===== config.mk =====
export PLATFORM = sky130hd
export DESIGN_NAME = fsel_sched
export DESIGN_NICKNAME = d
export VERILOG_FILES = /design/src/rtl/fsel_sched.sv
export SDC_FILE = /design/constraint.sdc
export NUM_CORES = 1
export LEC_CHECK = 0
export BUFFER_PORTS_ARGS = -buffer_cell sky130_fd_sc_hd__buf_2
export CAP_MARGIN = 30
export CELL_PAD_IN_SITES_DETAIL_PLACEMENT = 2
export CELL_PAD_IN_SITES_GLOBAL_PLACEMENT = 2
export CORE_UTILIZATION = 42
export CTS_BUF_LIST = sky130_fd_sc_hd__clkbuf_8
export DETAILED_ROUTE_END_ITERATION = 7
export PLACE_DENSITY_LB_ADDON = 0.1
export SLEW_MARGIN = 20
export SYNTH_ARGS = -nofsm -noshare
export SYNTH_HDL_FRONTEND = slang
export SYNTH_SLANG_ARGS = --single-unit

===== constraint.sdc =====
create_clock -name clk -period 2.35 [get_ports clk]
set_input_delay 0.235 -clock clk [delete_from_list [all_inputs] [get_ports clk]]
set_output_delay 0.235 -clock clk [all_outputs]
set_load 0.02 [all_outputs]

===== src/rtl/fsel_sched.sv =====
// fsel_sched: debounced filter-select scheduler applying masks on frame starts with a pass-through settle window
module fsel_sched #(
  parameter int DEBOUNCE_CYCLES = 250000,
  parameter int SETTLE_FRAMES = 2,
  parameter bit VSYNC_POL = 1'b1
) (
  input  logic       clk,
  input  logic       rst_n,
  input  logic [3:0] sw_i,
  input  logic       vsync_i,
  output logic [3:0] fsel_o,
  output logic [3:0] out_sel_o,
  output logic       busy_o
);
  localparam int CW = $clog2(DEBOUNCE_CYCLES);
  typedef enum logic [1:0] {IDLE, PEND, SETTLE} state_t;
  state_t state, state_n;
  logic [3:0] sw_m, sw_s, cand, sw_db, sfc, sfc_n, fsel_n, out_n;
  logic [CW-1:0] cnt;
  logic vs_m, vs_s, vs_d, fs, chg, apply, done;
  always_ff @(posedge clk or negedge rst_n) begin
    if (!rst_n) begin
      {sw_m, sw_s, cand, sw_db} <= '0;
      {vs_m, vs_s, vs_d} <= '0;
      cnt <= '0;
    end else begin
      sw_m <= sw_i;
      sw_s <= sw_m;
      vs_m <= vsync_i ^ ~VSYNC_POL;
      vs_s <= vs_m;
      vs_d <= vs_s;
      if (sw_s != cand) begin
        cand <= sw_s;
        cnt <= '0;
      end else if (cnt == CW'(DEBOUNCE_CYCLES - 1)) sw_db <= cand;
      else cnt <= cnt + CW'(1);
    end
  end
  assign fs = vs_s & ~vs_d;
  assign chg = sw_db != fsel_o;
  // a zero mask needs no settle window since the mux already passes through
  always_comb begin
    apply = chg && fs && state != SETTLE;
    done = state == SETTLE && fs && sfc == 4'd1;
    state_n = apply ? (sw_db == '0 ? IDLE : SETTLE) :
              state == SETTLE ? (done ? IDLE : SETTLE) : chg ? PEND : IDLE;
    fsel_n = apply ? sw_db : fsel_o;
    out_n = apply ? '0 : done ? fsel_o : out_sel_o;
    sfc_n = apply && sw_db != '0 ? 4'(SETTLE_FRAMES) :
            state == SETTLE && fs ? sfc - 4'd1 : sfc;
  end
  always_ff @(posedge clk or negedge rst_n) begin
    if (!rst_n) begin
      state <= IDLE;
      fsel_o <= '0;
      out_sel_o <= '0;
      sfc <= '0;
      busy_o <= 1'b0;
    end else begin
      state <= state_n;
      fsel_o <= fsel_n;
      out_sel_o <= out_n;
      sfc <= sfc_n;
      busy_o <= state_n != IDLE;
    end
  end
endmodule


# Word level (Yosys, flattened, before mapping)
# Cells that the tools add are included.
# totals
regBits	52
output_inout_bits	9
elab_cells	47
# classes
n_addsub	2
n_eq_ne	7
mux	11
bitwise_logic	3
n_reduce_logical	11
# op_table
cell	n
18-bit two-way mux	2
18-bit by 1-bit adder with 18-bit output (second input constant)	1
18-bit == test (second input constant)	1
4-bit two-way mux	4
2-bit two-way mux	4
4-bit inequality test	2
2-bit nonzero test	3
1-bit logical AND	5
4-bit by 1-bit == test with 1-bit output (second input constant)	1
4-bit logical NOT	1
2-bit inequality test (second input constant)	2
4-bit nonzero test	1
4-bit by 1-bit subtractor with 4-bit output (second input constant)	1
2-bit == test (second input constant)	1
1-bit inverter	2
2-bit AND reduction	1
1-bit bitwise AND	1
1-bit two-way mux	1

# Depth between registers and ports, before layout
# depth
depth_word	8
mapped_depth	6
mapped_depth_nobuf	6

# Worst setup path after synthesis
# OpenSTA, ideal clock, no wires.
# synth_path
kind	register -> register
start	register cnt[0]
end	register sw_db[0]
setup_time_ns	0.125
arrival_time_ns	1.672
required_ns	2.225
slack_ns	0.553
path_stages_with_launch	6
path_buffers	0
cell_sequence	dfrtp_1 -> ha_1 -> nand3_2 -> or3_4 -> nor3_4 -> mux2_2
# synth_between
elab_chain_cells	2
# synth_lines
element	line	source
start: declaration	19	logic [CW-1:0] cnt;
start signal: assignment	36	else cnt <= cnt + CW'(1);
18-bit == test	35	end else if (cnt == CW'(DEBOUNCE_CYCLES - 1)) sw_db <= cand;
2-bit AND reduction (no source line)	n/a	
end signal: assignment	35	
end: declaration	18	logic [3:0] sw_m, sw_s, cand, sw_db, sfc, sfc_n, fsel_n, out_n;
# No other way between the ends.
# A chain may end at the register's enable or synchronous reset.

# Worst setup path in the final report
# layout_path
start	register cnt[0]
end	register sw_db[1]
# The elaborated chain is that of the path after synthesis.

==> key figures <==
Yosys
  • Cells after Synth: 196
  • Post-synthesis sequential area ratio: 0.563
  • Largest family of logic cells by synthesized area: simple AND/OR/NAND/NOR gates
  • Synth warn: 0
  • Area leader, netlist: dfrtp_1
  • Adder-Cell Fraction of Synth Area: 0.0162
  • Post-Syn Area per Cell: 11.8 µm²
  • Top post-synthesis cells by area: dfrtp_1 (56%), mux2_2 (5.4%), xor2_1 (4.5%)
  • Post-synth top flop: dfrtp_1
  • Area share of the largest cell type after synthesis: 0.563
  • Yosys cell types: 43
  • Compound-gate portion of the synthesized area: 0.0504
  • Post-synthesis xor/xnor area fraction: 0.0758
  • Ys async rst share: 1.00
  • Mux contribution to synthesized area: 0.0709
  • Synth Cell Area: 2310 µm²
  • Post-synthesis simple-gate area fraction: 0.192
  • Post-synth net total: 206
  • Number of synthesized flops with an enable pin: 0
  • Yosys reg bits: 52

Power
  • Clk pwr share: 0.357
  • Sequential share of power: 0.607
  • PwrDens: 581 nW/µm²
  • Gate power share: 0.036
  • Total power: 1.51 mW
  • Worst IR drop on VDD: 0.386 mV
  • Net Switching: 0.363 mW
  • Net Sw Frac: 0.240
  • P_int: 1.15 mW
  • Cell leakage power: 1.19 nW

Critical path
  • WP buf/inv: 0
  • Crit end category: register
  • CP arrival: 2240 ps
  • Kind of critical path: register to register
  • Worst-path fanout max: 6
  • WP depth: 5
  • Crit-path cells: ha_1, nand3_2, or3_4, nor3_4, mux2_2
  • Reg2Reg Depth: 5
  • Setup crit start kind: register
  • CP top delay family: simple AND/OR/NAND/NOR gates
  • CP peak stage delay: 420 ps
  • Critical Path RT: 2560 ps
  • Slowest CP cell: dfrtp_1

Layout
  • Net count, final: 226
  • Seq. cell area: 1300 µm²
  • Area of the multi-input gates: 936 µm²
  • Fraction of final layout cells sized beyond drive strength 1: 0.221
  • Design area: 2600 µm²
  • Area growth syn-to-layout: 12.5%
  • Ant. Diodes: 0
  • Final Instance Count excl. Fillers: 287
  • Fillcell total: 542
  • Core Util, Final: 0.500

Clock tree
  • CTS tree: yes
  • Post-cts sizing count: 0
  • Worst-path clk slew: 100 ps
  • H-tree Lvls: 2
  • Setup bufs post-CTS: 0
  • Clk sink count: 52
  • Worst skew pair latency: 310 ps
  • Clock root cell: clkbuf_8
  • CTS buffer count: 5
  • Maximum clock insertion buffer count: 2
  • # hold bufs at CTS: 0

Die
  • Core Area: 5200 µm²
  • Die ar.: 5800 µm²
  • Site Rows: 26
  • Initial Utilization: 0.444
  • IO Pins: 16
  • Chip Height: 76.2 µm
  • Die W: 76.2 µm

Min path
  • Min-delay worst type: input port to register
  • Hold depth: 1

Timing
  • Clock Skews: 10.8 ps
  • Max-slew violations: 0
  • Clock period minus worst slack: 2030 ps
  • Max transition margin: 0.576
  • Max Clock Freq: 493 MHz
  • Fin worst setup slack: 322 ps
  • # setup viols final: 0
  • Hold_ws: 17.7 ps
  • Worst slew pin tran: 631 ps
  • RSZ-0062 raised after global routing: no
  • Setup TNS: 0 ps
  • Final hold viol count: 0
  • Final critical-path share of the clock period: 0.863

Global routing
  • Antenna violations before repair: 0
  • Pin count of the biggest net entering global routing: 39
  • First-pass GRT wire length: 8750 µm
  • Total grt overflow: 0
  • Number of global-route vias before repair: 1723
  • GRT Total Usage: 0.198

Detailed routing
  • Via count: 1547
  • DR pass1 iterations: 4
  • Vias/cell: 5.39
  • Starting DRT DRC Count: 28
  • Detail Route Antenna Nets: 0
  • DR WL/cell: 18.0 µm
  • Drc violations: 0
  • Drt total wl: 5160 µm

Status
  • Status: completed

Placed design
  • Placed cell count: 274
  • Post-DP Area: 2440 µm²
  • Gp weighted congestion: 0.744
  • Hpwl dp: 3670 µm
  • Buffers added on ports: 15
  • Post-Place Worst Slack: 350 ps

Flow run
  • Max-Cap Viols: 0
## cells by family after synthesis
| family | count (synthesis) |
|---|---|
| AOI/OAI and AO/OA | 16 |
| muxes | 15 |
| xor gates and xnor gates | 20 |
| and+or+nand+nor | 74 |
| buffers and inverters | 16 |
| adders and majority gates | 3 |
| DFF | 52 |
## cell type report
type                       count  share of cell area
inverter                       6             0.00866
sequential                    52               0.500
clock buffer                   5              0.0265
timing repair buffer          23              0.0606
tap                           70              0.0337
multi-input combinational    128               0.360
clock inverter                 3              0.0101
## power by group through the flow
stage / clock network, mW / registers, mW / logic (mW)
after floorplan: 0 / 0.932 / 0.0177
after global placement: 0 / 0.933 / 0.0428
after detailed placement: 0 / 0.936 / 0.0459
after CTS: 0.560 / 0.918 / 0.0460
after global routing: 0.589 / 0.920 / 0.0604
final: 0.539 / 0.917 / 0.0540
## path summary, 6_finish.rpt
path	from	end	slack, ps
min in group asynchronous	rst_n	cnt[15]	350
setup reg to reg	cnt[0]	sw_db[1]	320
setup / recovery	cnt[0]	sw_db[1]	320
hold / removal	sw_i[1]	sw_m[1]	20
max in group asynchronous	rst_n	out_sel_o[0]	1370
hold reg to reg	sw_m[3]	sw_s[3]	360
## sequential cells by signal, summed over array words and instances, names as in the netlist
| name | cells |
|---|---|
| vs_d | 1 |
| sw_m | 4 |
| sw_db | 4 |
| cand | 4 |
| vs_s | 1 |
| out_sel_o | 4 |
| sfc | 4 |
| cnt | 18 |
| busy_o | 1 |
| vs_m | 1 |
| fsel_o | 4 |
| state | 2 |
| sw_s | 4 |
## cell usage after synthesis, types with 2 or more instances
cell and count:
and2_1 2, nor3_1 4, and3_1 2, nor4_1 4, nand4_1 5, ha_1 3, inv_1 6, nand2b_1 2
xnor2_1 8, buf_2 2, or3_2 2, mux2i_1 4, o21ai_0 4, a21oi_1 6, nand3_1 5, and4_1 2
nor2_1 25, o31ai_1 2, clkbuf_1 6, dfrtp_1 52, or4_1 2, xor2_1 12, mux2_2 11, nand2_1 6
## layer usage
| layer | share of wire | track usage | up-vias |
|---|---|---|---|
| met1 | 0.43 | 0.244 | 802 |
| met5 | 0 | 0 | - |
| li1 | - | - | 714 |
| met2 | 0.53 | 0.338 | 22 |
| met4 | 0.021 | 0.0846 | 0 |
| met3 | 0.024 | 0.0383 | 9 |
## placed cells by master, fill, tap and decap left out, types with 4 or more instances in the layout
| master | Yosys | final |
|---|---|---|
| buf_2 | 2 | 15 |
| dfrtp_1 | 52 | 52 |
| nand4_1 | 5 | 5 |
| a21oi_1 | 6 | 6 |
| nand3_1 | 5 | 5 |
| o21ai_0 | 4 | 4 |
| nor2_1 | 25 | 25 |
| clkbuf_8 | 0 | 5 |
| inv_1 | 6 | 6 |
| nor3_1 | 4 | 4 |
| mux2_2 | 11 | 11 |
| xnor2_1 | 8 | 8 |
| xor2_1 | 12 | 12 |
| mux2i_1 | 4 | 4 |
| dlygate4sd3_1 | 0 | 4 |
| nor4_1 | 4 | 4 |
| nand2_1 | 6 | 6 |
Power figures use the tool's default switching activity.
